[src/rtl/pc_seq_pkg.sv]
// Shared constants and branch-condition evaluation for the pc_sequencer slice.
package pc_seq_pkg;

    localparam logic [2:0] OPC_BRANCH = 3'b001;
    localparam logic [2:0] OPC_CALL   = 3'b010;
    localparam logic [1:0] OP_BL      = 2'b11;

    localparam logic [2:0] COND_B  = 3'b000;
    localparam logic [2:0] COND_EQ = 3'b001;
    localparam logic [2:0] COND_NE = 3'b010;
    localparam logic [2:0] COND_LT = 3'b011;
    localparam logic [2:0] COND_LE = 3'b100;

    function automatic logic cond_taken(input logic [2:0] cond, input logic n,
                                        input logic v, input logic z);
        logic t;
        t = 1'b0;
        case (cond)
            COND_B:  t = 1'b1;
            COND_EQ: t = z;
            COND_NE: t = ~z;
            COND_LT: t = n ^ v;
            COND_LE: t = (n ^ v) | z;
            default: t = 1'b0;
        endcase
        return t;
    endfunction

endpackage

[src/rtl/ras_stack.sv]
// Circular return-address stack: a push when full overwrites the oldest entry,
// a pop when empty only raises the sticky underflow flag.
module ras_stack #(
    parameter int WIDTH = 9,
    parameter int DEPTH = 4
) (
    input  logic                     clk,
    input  logic                     rst_n,
    input  logic                     push,
    input  logic                     pop,
    input  logic                     clear,
    input  logic [WIDTH-1:0]         data_in,
    output logic [WIDTH-1:0]         top,
    output logic [$clog2(DEPTH):0]   count,
    output logic                     ovf,
    output logic                     unf
);

    localparam int PW = $clog2(DEPTH);
    localparam logic [PW:0] FULL_CNT = (PW+1)'(DEPTH);

    logic [WIDTH-1:0] mem_q [DEPTH];
    logic [PW-1:0]    wr_ptr_q, wr_ptr_d;
    logic [PW-1:0]    rd_ptr;
    logic [PW:0]      count_q, count_d;
    logic             ovf_q, ovf_d, unf_q, unf_d;

    // wr_ptr_q is the next free slot, so the top of stack sits just below it.
    assign rd_ptr = wr_ptr_q - PW'(1);
    assign top    = mem_q[rd_ptr];
    assign count  = count_q;
    assign ovf    = ovf_q;
    assign unf    = unf_q;

    always_comb begin
        wr_ptr_d = wr_ptr_q;
        count_d  = count_q;
        ovf_d    = ovf_q;
        unf_d    = unf_q;
        if (clear) begin
            wr_ptr_d = '0;
            count_d  = '0;
            ovf_d    = 1'b0;
            unf_d    = 1'b0;
        end else if (push) begin
            wr_ptr_d = wr_ptr_q + PW'(1);
            if (count_q == FULL_CNT) ovf_d = 1'b1;
            else                     count_d = count_q + (PW+1)'(1);
        end else if (pop) begin
            if (count_q == '0) begin
                unf_d = 1'b1;
            end else begin
                wr_ptr_d = rd_ptr;
                count_d  = count_q - (PW+1)'(1);
            end
        end
    end

    always_ff @(posedge clk or negedge rst_n) begin
        if (!rst_n) begin
            wr_ptr_q <= '0;
            count_q  <= '0;
            ovf_q    <= 1'b0;
            unf_q    <= 1'b0;
        end else begin
            wr_ptr_q <= wr_ptr_d;
            count_q  <= count_d;
            ovf_q    <= ovf_d;
            unf_q    <= unf_d;
        end
    end

    always_ff @(posedge clk) begin
        if (push && !clear) mem_q[wr_ptr_q] <= data_in;
    end

endmodule

[src/rtl/pc_sequencer.sv]
// Program-counter sequencer with conditional branches and BL/BX handling.
// Define PC_SEQ_RAS_EN to add the hardware return-address stack.
module pc_sequencer
    import pc_seq_pkg::*;
#(
    parameter int ADDR_W    = 9,
    parameter int DISP_W    = 9,
    parameter int RAS_DEPTH = 4
) (
    input  logic                       clk,
    input  logic                       reset,
    input  logic                       load_pc,
    input  logic                       reset_pc,
    input  logic [2:0]                 opcode,
    input  logic [1:0]                 op,
    input  logic [2:0]                 cond,
    input  logic [DISP_W-1:0]          disp,
    input  logic [15:0]                link_val,
    input  logic                       N,
    input  logic                       V,
    input  logic                       Z,
    output logic [ADDR_W-1:0]          pc,
    output logic [ADDR_W-1:0]          old_pc,
    output logic                       taken,
    output logic [$clog2(RAS_DEPTH):0] ras_count,
    output logic                       ras_ovf,
    output logic                       ras_unf
);

    localparam int CW = $clog2(RAS_DEPTH) + 1;

    logic [ADDR_W-1:0] pc_q, pc_d, old_pc_q;
    logic              taken_q, taken_d;
    logic [ADDR_W-1:0] disp_ext, seq_addr, br_addr, link_addr;
    logic              ras_push, ras_pop, ras_clear, ras_hit;
    logic [ADDR_W-1:0] ras_top;
    logic              unused_bits;

    generate
        if (DISP_W >= ADDR_W) begin : g_disp_trunc
            assign disp_ext = disp[ADDR_W-1:0];
        end else begin : g_disp_sext
            assign disp_ext = {{(ADDR_W-DISP_W){disp[DISP_W-1]}}, disp};
        end
    endgenerate

    // All targets wrap modulo 2^ADDR_W.
    assign seq_addr  = pc_q + ADDR_W'(1);
    assign br_addr   = seq_addr + disp_ext;
    assign link_addr = link_val[ADDR_W-1:0] + ADDR_W'(1);

    always_comb begin
        pc_d      = seq_addr;
        taken_d   = 1'b0;
        ras_push  = 1'b0;
        ras_pop   = 1'b0;
        ras_clear = 1'b0;
        if (reset_pc) begin
            pc_d      = '0;
            ras_clear = 1'b1;
        end else if (opcode == OPC_BRANCH && op == 2'b00) begin
            if (cond_taken(cond, N, V, Z)) begin
                pc_d    = br_addr;
                taken_d = 1'b1;
            end
        end else if (opcode == OPC_CALL) begin
            taken_d = 1'b1;
            if (op == OP_BL) begin
                pc_d     = br_addr;
                ras_push = 1'b1;
            end else begin
                ras_pop = 1'b1;
                pc_d    = ras_hit ? ras_top : link_addr;
            end
        end
    end

`ifdef PC_SEQ_RAS_EN
    logic [CW-1:0] ras_cnt;

    ras_stack #(.WIDTH(ADDR_W), .DEPTH(RAS_DEPTH)) u_ras (
        .clk     (clk),
        .rst_n   (reset),
        .push    (load_pc & ras_push),
        .pop     (load_pc & ras_pop),
        .clear   (load_pc & ras_clear),
        .data_in (seq_addr),
        .top     (ras_top),
        .count   (ras_cnt),
        .ovf     (ras_ovf),
        .unf     (ras_unf)
    );

    assign ras_hit     = (ras_cnt != '0);
    assign ras_count   = ras_cnt;
    assign unused_bits = ^{link_val, disp};
`else
    assign ras_hit     = 1'b0;
    assign ras_top     = '0;
    assign ras_count   = '0;
    assign ras_ovf     = 1'b0;
    assign ras_unf     = 1'b0;
    assign unused_bits = ^{link_val, disp, ras_push, ras_pop, ras_clear};
`endif

    always_ff @(posedge clk or negedge reset) begin
        if (!reset) begin
            pc_q     <= '0;
            old_pc_q <= '0;
            taken_q  <= 1'b0;
        end else if (load_pc) begin
            pc_q     <= pc_d;
            old_pc_q <= pc_q;
            taken_q  <= taken_d;
        end
    end

    assign pc     = pc_q;
    assign old_pc = old_pc_q;
    assign taken  = taken_q;

endmodule

[config.mk]
export PLATFORM = sky130hd
export DESIGN_NAME = pc_sequencer
export DESIGN_NICKNAME = d
export VERILOG_FILES = /design/src/rtl/pc_seq_pkg.sv /design/src/rtl/ras_stack.sv /design/src/rtl/pc_sequencer.sv
export SDC_FILE = /design/constraint.sdc
export NUM_CORES = 1
export LEC_CHECK = 0
export CAP_MARGIN = 20
export CORE_UTILIZATION = 47
export DETAILED_ROUTE_END_ITERATION = 10
export PLACE_DENSITY_LB_ADDON = 0.15
export SLEW_MARGIN = 10
export SYNTH_ARGS = -nofsm -noshare
export SYNTH_HDL_FRONTEND = slang
export SYNTH_SLANG_ARGS = --single-unit
[constraint.sdc]
create_clock -name clk -period 7.7 [get_ports clk]
set_input_delay 1.54 -clock clk [delete_from_list [all_inputs] [get_ports clk]]
set_output_delay 1.54 -clock clk [all_outputs]
set_load 0.1 [all_outputs]
==> impl_metrics.env <==
export IMPL_start_util=0.505
export IMPL_worstSetupStartpointType="primary input"
export IMPL_grtUsageTotal=0.242
export IMPL_io_pins=64
export IMPL_cp_max_fo=18
export IMPL_worst_slew_pin_transition_ns=0.969
export IMPL_r2r_start="pc[0]"
export IMPL_path_clk_slew_ns=0.12
export IMPL_synth_edf_count=0
export IMPL_netlist_area_sq_um=1580
export IMPL_synth_xor_area_frac=0.111
export IMPL_insertion_delay_ns=0.30
export IMPL_grt_first_pass_wirelength_mm=6.56
export IMPL_synth_largest_area_cell="dfrtp_1"
export IMPL_drv_cap=0
export IMPL_slowest_stage="clkdlybuf4s50_1"
export IMPL_ys_seq_area_frac=0.301
export IMPL_antenna_found_initial=0
export IMPL_die_height_microns=60.0
export IMPL_finalCritPeriodShare=0.499
export IMPL_synthArstFlopShare=1.00
export IMPL_synth_area_leaders="dfrtp_1 30%, ha_1 7.9%, a21oi_1 7.0%, mux2_2 6.4%, xnor2_1 6.1%"
export IMPL_syn_inst=173
export IMPL_worstHoldStart="old_pc[8]"
export IMPL_p_sw_mw=0.180
export IMPL_fin_skew_ns=0.0159
export IMPL_core_area_sq_um=3130
export IMPL_critPathKind="primary input to register"
export IMPL_cts_repair_resized=0
export IMPL_multi_input_area_sq_um=1040
export IMPL_vdd_drop_max_mv=0.137
export IMPL_gp_congestion=0.859
export IMPL_hold_viol_final=0
export IMPL_layout_common_cells="51 x clkdlybuf4s50_1, 22 x a21oi_1, 19 x dfrtp_1"
export IMPL_final_common_cell="clkdlybuf4s50_1"
export IMPL_antenna_left=0
export IMPL_drt_iter0_markers=73
export IMPL_synth_top_family_by_area="compound AO/OA/AOI/OAI gates"
export IMPL_end_kind="register"
export IMPL_drive_gt1_frac=0.0933
export IMPL_p_leak_nw=0.891
export IMPL_cpPeakStageDelay_ns=0.93
export IMPL_antenna_cells=0
export IMPL_first_pass_iters=4
export IMPL_viasPerCell=5.70
export IMPL_finalSetupTns_ns=0
export IMPL_synth_mux_area_frac=0.0641
export IMPL_seq_area_sq_um=475
export IMPL_grt_pass1_vias=1486
export IMPL_finalPower_mw=0.378
export IMPL_cts_buffers=3
export IMPL_power_density_nw_per_um2=176
export IMPL_overflow=0
export IMPL_clk_path_buf_depth=2
export IMPL_wl_per_cell_microns=14.7
export IMPL_fmax_mhz=260
export IMPL_power_frac_clock=0.133
export IMPL_p_comb_frac=0.551
export IMPL_status="finished clean"
export IMPL_yosys_area_top_type_share=0.301
export IMPL_synth_ff_latch_count=19
export IMPL_syn_avg_cell_area_sq_um=9.13
export IMPL_synthAdderAreaFrac=0.0918
export IMPL_die_x_microns=60.0
export IMPL_synth_compound_area_frac=0.247
export IMPL_port_buffers=51
export IMPL_finalMaxSlewViolations=0
export IMPL_setup_viol=0
export IMPL_post_cts_setup_buffers=0
export IMPL_dp_hpwl_mm=3.25
export IMPL_cts_sinks=19
export IMPL_yosysWarnings=0
export IMPL_cts_tree="done"
export IMPL_finalWirelength_mm=3.94
export IMPL_internal_power_mw=0.197
export IMPL_syn2layout_area_growth_pct=35.5
export IMPL_maxSlewHeadroom=0.352
export IMPL_htree_levels=1
export IMPL_fillers=251
export IMPL_startpoint="load_pc"
export IMPL_whs_ns=0.516
export IMPL_ys_flop_type="dfrtp_1"
export IMPL_yosys_area_share_simple=0.132
export IMPL_fp_row_count=20
export IMPL_post_route_drc_count=0
export IMPL_vias=1533
export IMPL_grt_max_degree=20
export IMPL_worst_ep_arrival_time_ns=4.05
export IMPL_die_area_sq_um=3600
export IMPL_cp_required_ns=7.91
export IMPL_rsz0062_at_grt="false"
export IMPL_dpl_worst_slack_ns=3.58
export IMPL_ys_types=43
export IMPL_holdCritPathClass="register to register"
export IMPL_cts_hold_fix_buffers=0
export IMPL_crit_chain="clkdlybuf4s50_1, clkinv_1, nor2_1, o21ai_0, o32ai_1"
export IMPL_pwr_share_seq=0.315
export IMPL_nNetsFinal=277
export IMPL_worst_slack_ns=3.86
export IMPL_p_sw_frac=0.478
export IMPL_layout_min_cycle_time_ns=3.84
export IMPL_utilization=0.685
export IMPL_cts_root_buf="clkbuf_4"
## layer usage
metal	global-route usage	share of wire	vias up
met5	0	0	-
met4	0.0930	0.028	0
met3	0.0411	0.058	12
met2	0.424	0.50	69
met1	0.293	0.42	715
li1	-	-	737
## critical path, delay by kind of cell
kind / cells / cell delay, ns
buffers and inverters: 2 / 1.35
AND/OR/NAND/NOR: 1 / 0.61
AO/OA/AOI/OAI: 2 / 0.55
## sequential cells by signal, summed over array words and instances (netlist names)
register	flops
old_pc	9
pc	9
taken	1
## per-stage QoR
step	std cells	area, sq um
4_1_cts	269	2140
3_3_place_gp	265	2110
3_5_place_dp	265	2110
2_1_floorplan	177	1600
6_report	269	2140
5_1_grt	269	2140
## cells in the mapped netlist, types with 2 or more instances
cell type and number:
a21oi_1 22, o32ai_1 2, nand2_1 5, nand3_1 7
xor2_1 9, mux2_2 9, nor2_1 10, o21ai_0 10
xnor2_1 11, nor3_1 2, buf_4 5, nand2b_1 2
o22ai_1 2, or3_1 3, o21bai_1 3, a21o_1 2
dfrtp_1 19, and3_1 3, a211oi_1 5, ha_1 10
o311ai_2 2, a211o_1 2, inv_1 8
## layout make-up
type,instances,area share
clock buffer,3,0.0105
clock inverter,1,0.00234
sequential,19,0.222
timing repair buffer,51,0.238
multi-input combinational,142,0.485
tap,44,0.0257
inverter,9,0.0158
## power by group through the flow
stage	logic [mW]	registers, mW	clock network, mW
6_report	0.208	0.119	0.0504
3_3_place_gp	0.202	0.120	0
2_1_floorplan	0.0794	0.192	0
4_1_cts	0.208	0.119	0.0533
3_5_place_dp	0.207	0.121	0
5_1_grt	0.221	0.121	0.0572
## final timing paths
check / end / slack [ns] / cells after the start
min in group asynchronous: old_pc[0] / 1.71 / 1
worst min-delay path: old_pc[8] / 0.52 / 1
worst max-delay path: pc[0] / 3.86 / 5
worst min register to register: old_pc[8] / 0.52 / 1
worst max register to register: pc[8] / 4.89 / 8
max in group asynchronous: old_pc[5] / 5.46 / 1
## cells by family after synthesis
| logic type | Yosys count |
|---|---|
| flip-flops | 19 |
| adder cells (fa/ha/maj) | 11 |
| multiplexers | 9 |
| buffers and inverters | 16 |
| AND/OR/NAND/NOR | 39 |
| other | 1 |
| XOR/XNOR | 20 |
| AO/OA/AOI/OAI | 58 |
Power figures use the tool's default switching activity.
